--- src/rtl/segment_sequencer.sv ---
`default_nettype none
// ============================================================================
//  Module   : segment_sequencer
//  Purpose  : Plays per-channel ROM segments, advancing channels sequentially
//             or by latched requests, with a free-running sub-sample tick.
//  Revision : 1.0  initial release
// ============================================================================
module segment_sequencer #(
    parameter int NCH      = 4,
    parameter int DW       = 8,
    parameter int CW       = 8,
    parameter int TICK_DIV = 11,
    localparam int SW      = (NCH > 1) ? $clog2(NCH) : 1
) (
    input  logic              clk,
    input  logic              rst,
    input  logic              run,
    input  logic              auto,
    input  logic [NCH-1:0]    en,
    input  logic [NCH-1:0]    latch_sel,
    input  logic [NCH*DW-1:0] rom_data,
    input  logic [NCH*CW-1:0] seg_len,
    output logic [DW-1:0]     data_out,
    output logic [CW-1:0]     count,
    output logic [SW-1:0]     chan,
    output logic              seg_done,
    output logic              tick
);

    typedef enum logic [0:0] {
        IDLE = 1'b0,
        PLAY = 1'b1
    } state_t;

    localparam logic [CW-1:0] c_DIV_LAST = CW'(TICK_DIV - 1);
    localparam logic [SW-1:0] c_LAST_CH  = SW'(NCH - 1);

    state_t          w_state;
    logic [CW-1:0]   r_div;
    logic [SW-1:0]   w_idle_chan;
    logic [SW-1:0]   w_rr_chan;
    logic            w_rr_found;
    logic [SW-1:0]   w_seq_chan;
    logic [SW-1:0]   w_next_chan;
    logic [CW-1:0]   w_cur_len;
    logic            w_seg_end;

    assign w_state = run ? PLAY : IDLE;

    // Lowest enabled channel wins; descending scan leaves the lowest index last.
    always_comb begin
        w_idle_chan = '0;
        for (int k = NCH - 1; k >= 0; k--) begin
            if (en[k]) begin
                w_idle_chan = SW'(k);
            end
        end
    end

    // Round-robin search starting after the current channel and ending on it.
    always_comb begin
        w_rr_chan  = chan;
        w_rr_found = 1'b0;
        for (int i = 1; i <= NCH; i++) begin
            if (!w_rr_found && latch_sel[(int'(chan) + i) % NCH]) begin
                w_rr_chan  = SW'((int'(chan) + i) % NCH);
                w_rr_found = 1'b1;
            end
        end
    end

    assign w_seq_chan  = (chan == c_LAST_CH) ? '0 : chan + 1'b1;
    assign w_next_chan = auto ? w_rr_chan : w_seq_chan;
    assign w_cur_len   = seg_len[chan*CW +: CW];
    assign w_seg_end   = (count == w_cur_len);

    always_ff @(posedge clk or posedge rst) begin
        if (rst) begin
            data_out <= '0;
            count    <= '0;
            chan     <= '0;
            seg_done <= 1'b0;
            tick     <= 1'b0;
            r_div    <= '0;
        end else begin
            case (w_state)
                IDLE: begin
                    data_out <= '0;
                    count    <= '0;
                    chan     <= w_idle_chan;
                    seg_done <= 1'b0;
                    tick     <= 1'b0;
                    r_div    <= '0;
                end
                PLAY: begin
                    data_out <= en[chan] ? rom_data[chan*DW +: DW] : '0;
                    // A shortened seg_len below count lets count wrap naturally.
                    if (w_seg_end) begin
                        count    <= '0;
                        seg_done <= 1'b1;
                        chan     <= w_next_chan;
                    end else begin
                        count    <= count + 1'b1;
                        seg_done <= 1'b0;
                    end
                    if (r_div == c_DIV_LAST) begin
                        r_div <= '0;
                        tick  <= 1'b1;
                    end else begin
                        r_div <= r_div + 1'b1;
                        tick  <= 1'b0;
                    end
                end
                default: begin
                    data_out <= '0;
                    count    <= '0;
                    seg_done <= 1'b0;
                    tick     <= 1'b0;
                    r_div    <= '0;
                end
            endcase
        end
    end

endmodule
`default_nettype wire

--- config.mk ---
export PLATFORM = sky130hd
export DESIGN_NAME = segment_sequencer
export DESIGN_NICKNAME = d
export VERILOG_FILES = /design/src/rtl/segment_sequencer.sv
export SDC_FILE = /design/constraint.sdc
export NUM_CORES = 1
export LEC_CHECK = 0
export ABC_AREA = 0
export ABC_CLOCK_PERIOD_IN_PS = 5840
export CAP_MARGIN = 20
export CORE_ASPECT_RATIO = 0.75
export CORE_MARGIN = 3
export CORE_UTILIZATION = 27
export DETAILED_ROUTE_END_ITERATION = 8
export PLACE_DENSITY = 0.54
export SYNTH_ARGS = -nofsm -noshare
export SYNTH_HDL_FRONTEND = slang
export SYNTH_SLANG_ARGS = --single-unit
--- constraint.sdc ---
create_clock -name clk -period 5.84 [get_ports clk]
set_input_delay 1.168 -clock clk [delete_from_list [all_inputs] [get_ports clk]]
set_output_delay 1.168 -clock clk [all_outputs]
set_load 0.05 [all_outputs]
* After elaboration in Yosys (flattened, before gate mapping)
Index checks and enable logic that the tools add are counted.
** Operators by class
- Multiplexer cells :: 40
- Equality and inequality tests :: 5
- Bitwise gates (word level) :: 5
- $lt $le $gt $ge :: 5
- Reduce and logical (&&, ||, !) cells :: 11
- Shift operators :: 2
- Add/sub/neg operators :: 7
** Operator list (number)
- variable part select 32 x 6 -> 8 bit :: 2
- one-hot mux 8 bit (2 select lines) :: 3
- two-way mux 8 bit :: 3
- two-way mux 2 bit :: 11
- adder 8 x 1 -> 8 bit, second input constant :: 2
- < comparator 3 x 4 -> 1 bit, second input constant :: 4
- two-way mux 1 bit :: 15
- binary-select mux 1 bit (select 2 bit) :: 5
- equality test 8 x 4 -> 1 bit, second input constant :: 1
- equality test 8 bit :: 1
- OR reduction 2 bit :: 4
- adder 2 x 1 -> 2 bit, second input constant :: 3
- inequality test 6 x 2 -> 1 bit, second input constant :: 1
- adder 2 bit, second input constant :: 2
- bitwise AND 1 bit, first input constant :: 4
- one-hot mux 1 bit (2 select lines) :: 2
- one-hot mux 2 bit (2 select lines) :: 1
- logical AND 1 bit :: 3
- zero test 1 bit :: 3
- < comparator 2 x 3 -> 1 bit, second input constant :: 1
- equality test 2 bit, second input constant :: 1
- inequality test 2 x 1 -> 1 bit, second input constant :: 1
- AND reduction 2 bit :: 1
- inverter 1 bit :: 1
** Storage, ports and cells
- Logic and storage cells :: 81
- Output and inout bits :: 20
- Flip-flop bits (word level) :: 28

* Logic depth before layout (Yosys ltp)
- Word-level depth :: 19
- Gate-level depth with buffers :: 9

* Worst setup path before layout
No wires, ideal clock.
- Path kind :: input to register
- Start :: in seg_len[24]
- End :: reg count[1]
- Slack :: 3.135 ns
- Arrival :: 2.586 ns
- Stages on the path :: 5
- Setup time :: 0.120 ns
- Path through :: mux4_2 > xnor2_1 > nand2_1 > or4_1 > and3_1
** On the way
- Cells in the longest elaborated chain, start to end :: 4
** RTL lines
- from (decl) :: RTL line 22 : input logic [NCH*CW-1:0] seg_len,
- variable part select 32 x 6 -> 8 bit :: RTL line 74 : assign w_cur_len = seg_len[chan*CW +: CW];
- equality test 8 bit :: RTL line 75 : assign w_seg_end = (count == w_cur_len);
- two-way mux 8 bit :: RTL line 98 : if (w_seg_end) begin
- one-hot mux 8 bit (2 select lines) :: RTL line 86 : case (w_state)
- to (signal assigned) :: RTL line 103 : count <= count + 1'b1;
- to (decl) :: RTL line 24 : output logic [CW-1:0] count,
No other way between the ends.
A chain may end at the register's enable or synchronous reset.

* Worst setup path after layout
- Start :: reg chan[1]
- End :: out chan[1]
** RTL lines
- from (decl) :: RTL line 25 : output logic [SW-1:0] chan,
- from (signal assigned) :: RTL line 90 : chan <= w_idle_chan;
- from (signal assigned) :: RTL line 101 : chan <= w_next_chan;
No word-level cell between the ends.

==> impl_summary.log <==
INFO  metric final_min_period_over_clock_period = 0.5802
INFO  metric synthesis.area = 1874 um^2
INFO  metric tritoncts_clock_tree = built
INFO  metric post-route-cell-area = 2980 um^2
INFO  metric yosysWarningCount = 0
INFO  metric drive_above_1_share = 0.1146
INFO  metric mostFrequentLayoutCell = sky130_fd_sc_hd__clkdlybuf4s50_1
INFO  metric cts.root.buffer_cell = sky130_fd_sc_hd__clkbuf_8
INFO  metric final_core_util = 0.4581
INFO  metric die-area = 7988 um^2
INFO  metric n_antenna_cell = 0
INFO  metric finalCriticalPeriod = 3.388 ns
INFO  metric finalWeightedCongestion = 0.7647
INFO  metric dieHeight = 78.16 um
INFO  metric synth_edf_count = 0
INFO  metric critPathMaxStageDelay = 0.99 ns
INFO  metric grt_max_degree = 29
INFO  metric switching_share = 0.3487
INFO  metric critPathArrivalTime = 2.22 ns
INFO  metric crit_fanout = 22
INFO  metric fraction_of_power_consumed_by_combinational_cells = 0.501
INFO  metric timing.hold.worst.class = flop to flop
INFO  metric multi_input_comb_area = 1110 um^2
INFO  metric ctsHtreeMaxLevel = 1
INFO  metric detailedRoute.firstIterationViolations = 41
INFO  metric internal-power = 0.5128 mW
INFO  metric postSynthRegisterBits = 28
INFO  metric fmax = 295.2 MHz
INFO  metric dr_total_vias = 1580
INFO  metric critical_path.reg2reg.startpoint = chan[1]
INFO  metric setup_viol = 0
INFO  metric worstHoldStart = r_div[0]
INFO  metric synthToLayoutAreaGrowth = 59.01%
INFO  metric clkSlewWorstSetupHoldPaths = 0.09 ns
INFO  metric post-dp-hpwl = 3869 um
INFO  metric wire_per_inst = 14.23 um
INFO  metric finalSetupTns = 0 ns
INFO  metric regToRegSetupSlack = 3.05 ns
INFO  metric critPathKind = flop to primary output
INFO  metric yosys.cell_types.count = 31
INFO  metric detail_route.first_pass.iterations = 4
INFO  metric grt.overflow.total = 0
INFO  metric cts_buffer_depth = 2
INFO  metric drc = 0
INFO  metric number_of_nets_in_the_synthesized_netlist = 239
INFO  metric grt_first_pass_wirelength = 7679 um
INFO  metric cts_resized = 0
INFO  metric max_cap_viol_count = 0
INFO  metric globalRouteTotalUtil = 0.1203
INFO  metric start_util = 0.2881
INFO  metric cts_setup_buffers = 0
INFO  metric sequentialPowerShare = 0.308
INFO  metric final.setup_skew = 0.002083 ns
INFO  metric async_reset_ff_frac = 1.000
INFO  metric nFillCells = 626
INFO  metric floorplan.die.width = 102.2 um
INFO  metric postSynth.topFlopCell = sky130_fd_sc_hd__dfrtp_1
INFO  metric clk-insertion-delay-late = 0.27 ns
INFO  metric timing.slew.headroom = 0.3600
INFO  metric io_buffers = 95
INFO  metric first_global_vias = 1600
INFO  metric p_switching = 0.2745 mW
INFO  metric run_status = finished clean
INFO  metric core_area = 6506 um^2
INFO  metric hold_buffers = 0
INFO  metric vias_per_cell = 4.731
INFO  metric ys_seq_area_frac = 0.3738
INFO  metric antenna_found_initial = 0
INFO  metric rsz0062_at_grt = false
INFO  metric sequential_cell_area = 700.7 um^2
INFO  metric cts-buffers-inserted = 3
INFO  metric cpLargestDelayFamily = flip-flops
INFO  metric final-hold-violation-count = 0
INFO  metric clock-sinks = 28
INFO  metric finish.net_count = 334
INFO  metric finalWirelength = 4752 um
INFO  metric synthesis.instances = 159
INFO  metric synth.avg_cell_area = 11.79 um^2
INFO  metric leading_cell_types_in_the_layout_fill_and_taps_excluded = sky130_fd_sc_hd__clkdlybuf4s50_1 (95), sky130_fd_sc_hd__dfrtp_1 (28), sky130_fd_sc_hd__nor2_1 (21)
INFO  metric timing_worst_slew_pin_value = 0.9599 ns
INFO  metric critical_path.startpoint_type = flop
INFO  metric row_count = 25
INFO  metric worst_vdd_rail_ir_drop = 0.00009983 V
INFO  metric detailed_place.area = 2882 um^2
INFO  metric worstPathRequired = 4.67 ns
INFO  metric ioPinCount = 96
INFO  metric worstSetupStartpoint = chan[1]
INFO  metric clkPwrFrac = 0.191
INFO  metric power_leakage = 1.222 nW
INFO  metric crit_path_cell_trace = clkdlybuf4s50_1
INFO  metric capturing_element_type_of_the_critical_path = primary output
INFO  metric total_power_density_per_cell_area = 264.2 nW/um^2
INFO  metric maxSlewViolCount = 0
INFO  metric crit_path_max_delay_cell_type = sky130_fd_sc_hd__dfrtp_1
INFO  metric postRouteAntennaNets = 0
INFO  metric path_buf_inv = 1
-- power by group through the flow --
stage / Clock [mW] / Combinational, mW / Sequential (mW)
floorplan: 0 / 0.235 / 0.290
global placement: 0 / 0.395 / 0.248
detailed placement: 0 / 0.398 / 0.248
CTS: 0.156 / 0.399 / 0.244
global route: 0.163 / 0.427 / 0.249
finish: 0.151 / 0.394 / 0.243
-- path summary, 6_finish.rpt --
check / endpoint / depth (start not counted)
setup reg to reg: chan[1] / 6
hold / removal: r_div[0] / 1
max in group asynchronous: seg_done / 3
min in group asynchronous: count[1] / 2
hold reg to reg: r_div[0] / 1
setup / recovery: chan[1] / 1
-- flip-flops by register name, indices dropped and copies added (netlist names) --
name,flops
count,8
data_out,8
r_div,8
chan,2
seg_done,1
tick,1
-- area by class of cell --
type                    instances  area share
well taps                      81     0.03400
repair buffers                 97      0.3308
clock inverters                 1     0.01008
clock buffers                   3     0.01385
multi-input cells             121      0.3724
inverters                       3    0.003778
flip-flops and latches         28      0.2351
-- logic make-up (layout without fill, tap and decap cells) --
kind of cell / after synthesis / in the layout / share of synthesized area
AO/OA/AOI/OAI: 13 / 13 / 0.06075
XOR/XNOR: 20 / 20 / 0.09346
adder cells (fa/ha/maj): 4 / 4 / 0.02670
buffers and inverters: 10 / 104 / 0.03404
flip-flops: 28 / 28 / 0.3738
multiplexers: 23 / 23 / 0.2530
AND/OR/NAND/NOR: 61 / 61 / 0.1582
-- metal layers --
| layer | GRT usage | wire length [um] |
|---|---|---|
| met5 | 0 | 0 |
| met4 | 0.02359 | 19 |
| met3 | 0.03286 | 359 |
| met2 | 0.1874 | 2154 |
| met1 | 0.1680 | 2218 |
-- through the flow --
step | hold WS [ns] | power, mW | instances | worst slack (ns)
floorplan | 0.4851 | 0.5255 | 159 | 3.135
global placement | 0.5331 | 0.6430 | 329 | 2.427
detailed placement | 0.5323 | 0.6456 | 329 | 2.395
CTS | 0.5510 | 0.7984 | 333 | 2.409
global route | 0.5968 | 0.8384 | 334 | 2.286
finish | 0.5468 | 0.7873 | 334 | 2.452
-- synthesized netlist by cell type (all sizes together) (2+ instances only) --
master  instances  area, um^2
a211o           2       17.52
ha              4       50.05
nand3          12       60.06
a21oi           4       23.77
mux4           19       431.7
mux2i           2       20.02
dfrtp          28       700.7
o21ai           3       15.01
inv             3       11.26
nor2b           2       12.51
xnor2          11       96.34
nand2           8       30.03
and3           13       81.33
clkbuf          2       7.510
mux2            2       22.52
nor2           21       78.83
xor2            9       78.83
buf             5       45.04
No activity file was read; power rests on OpenSTA's default activity.
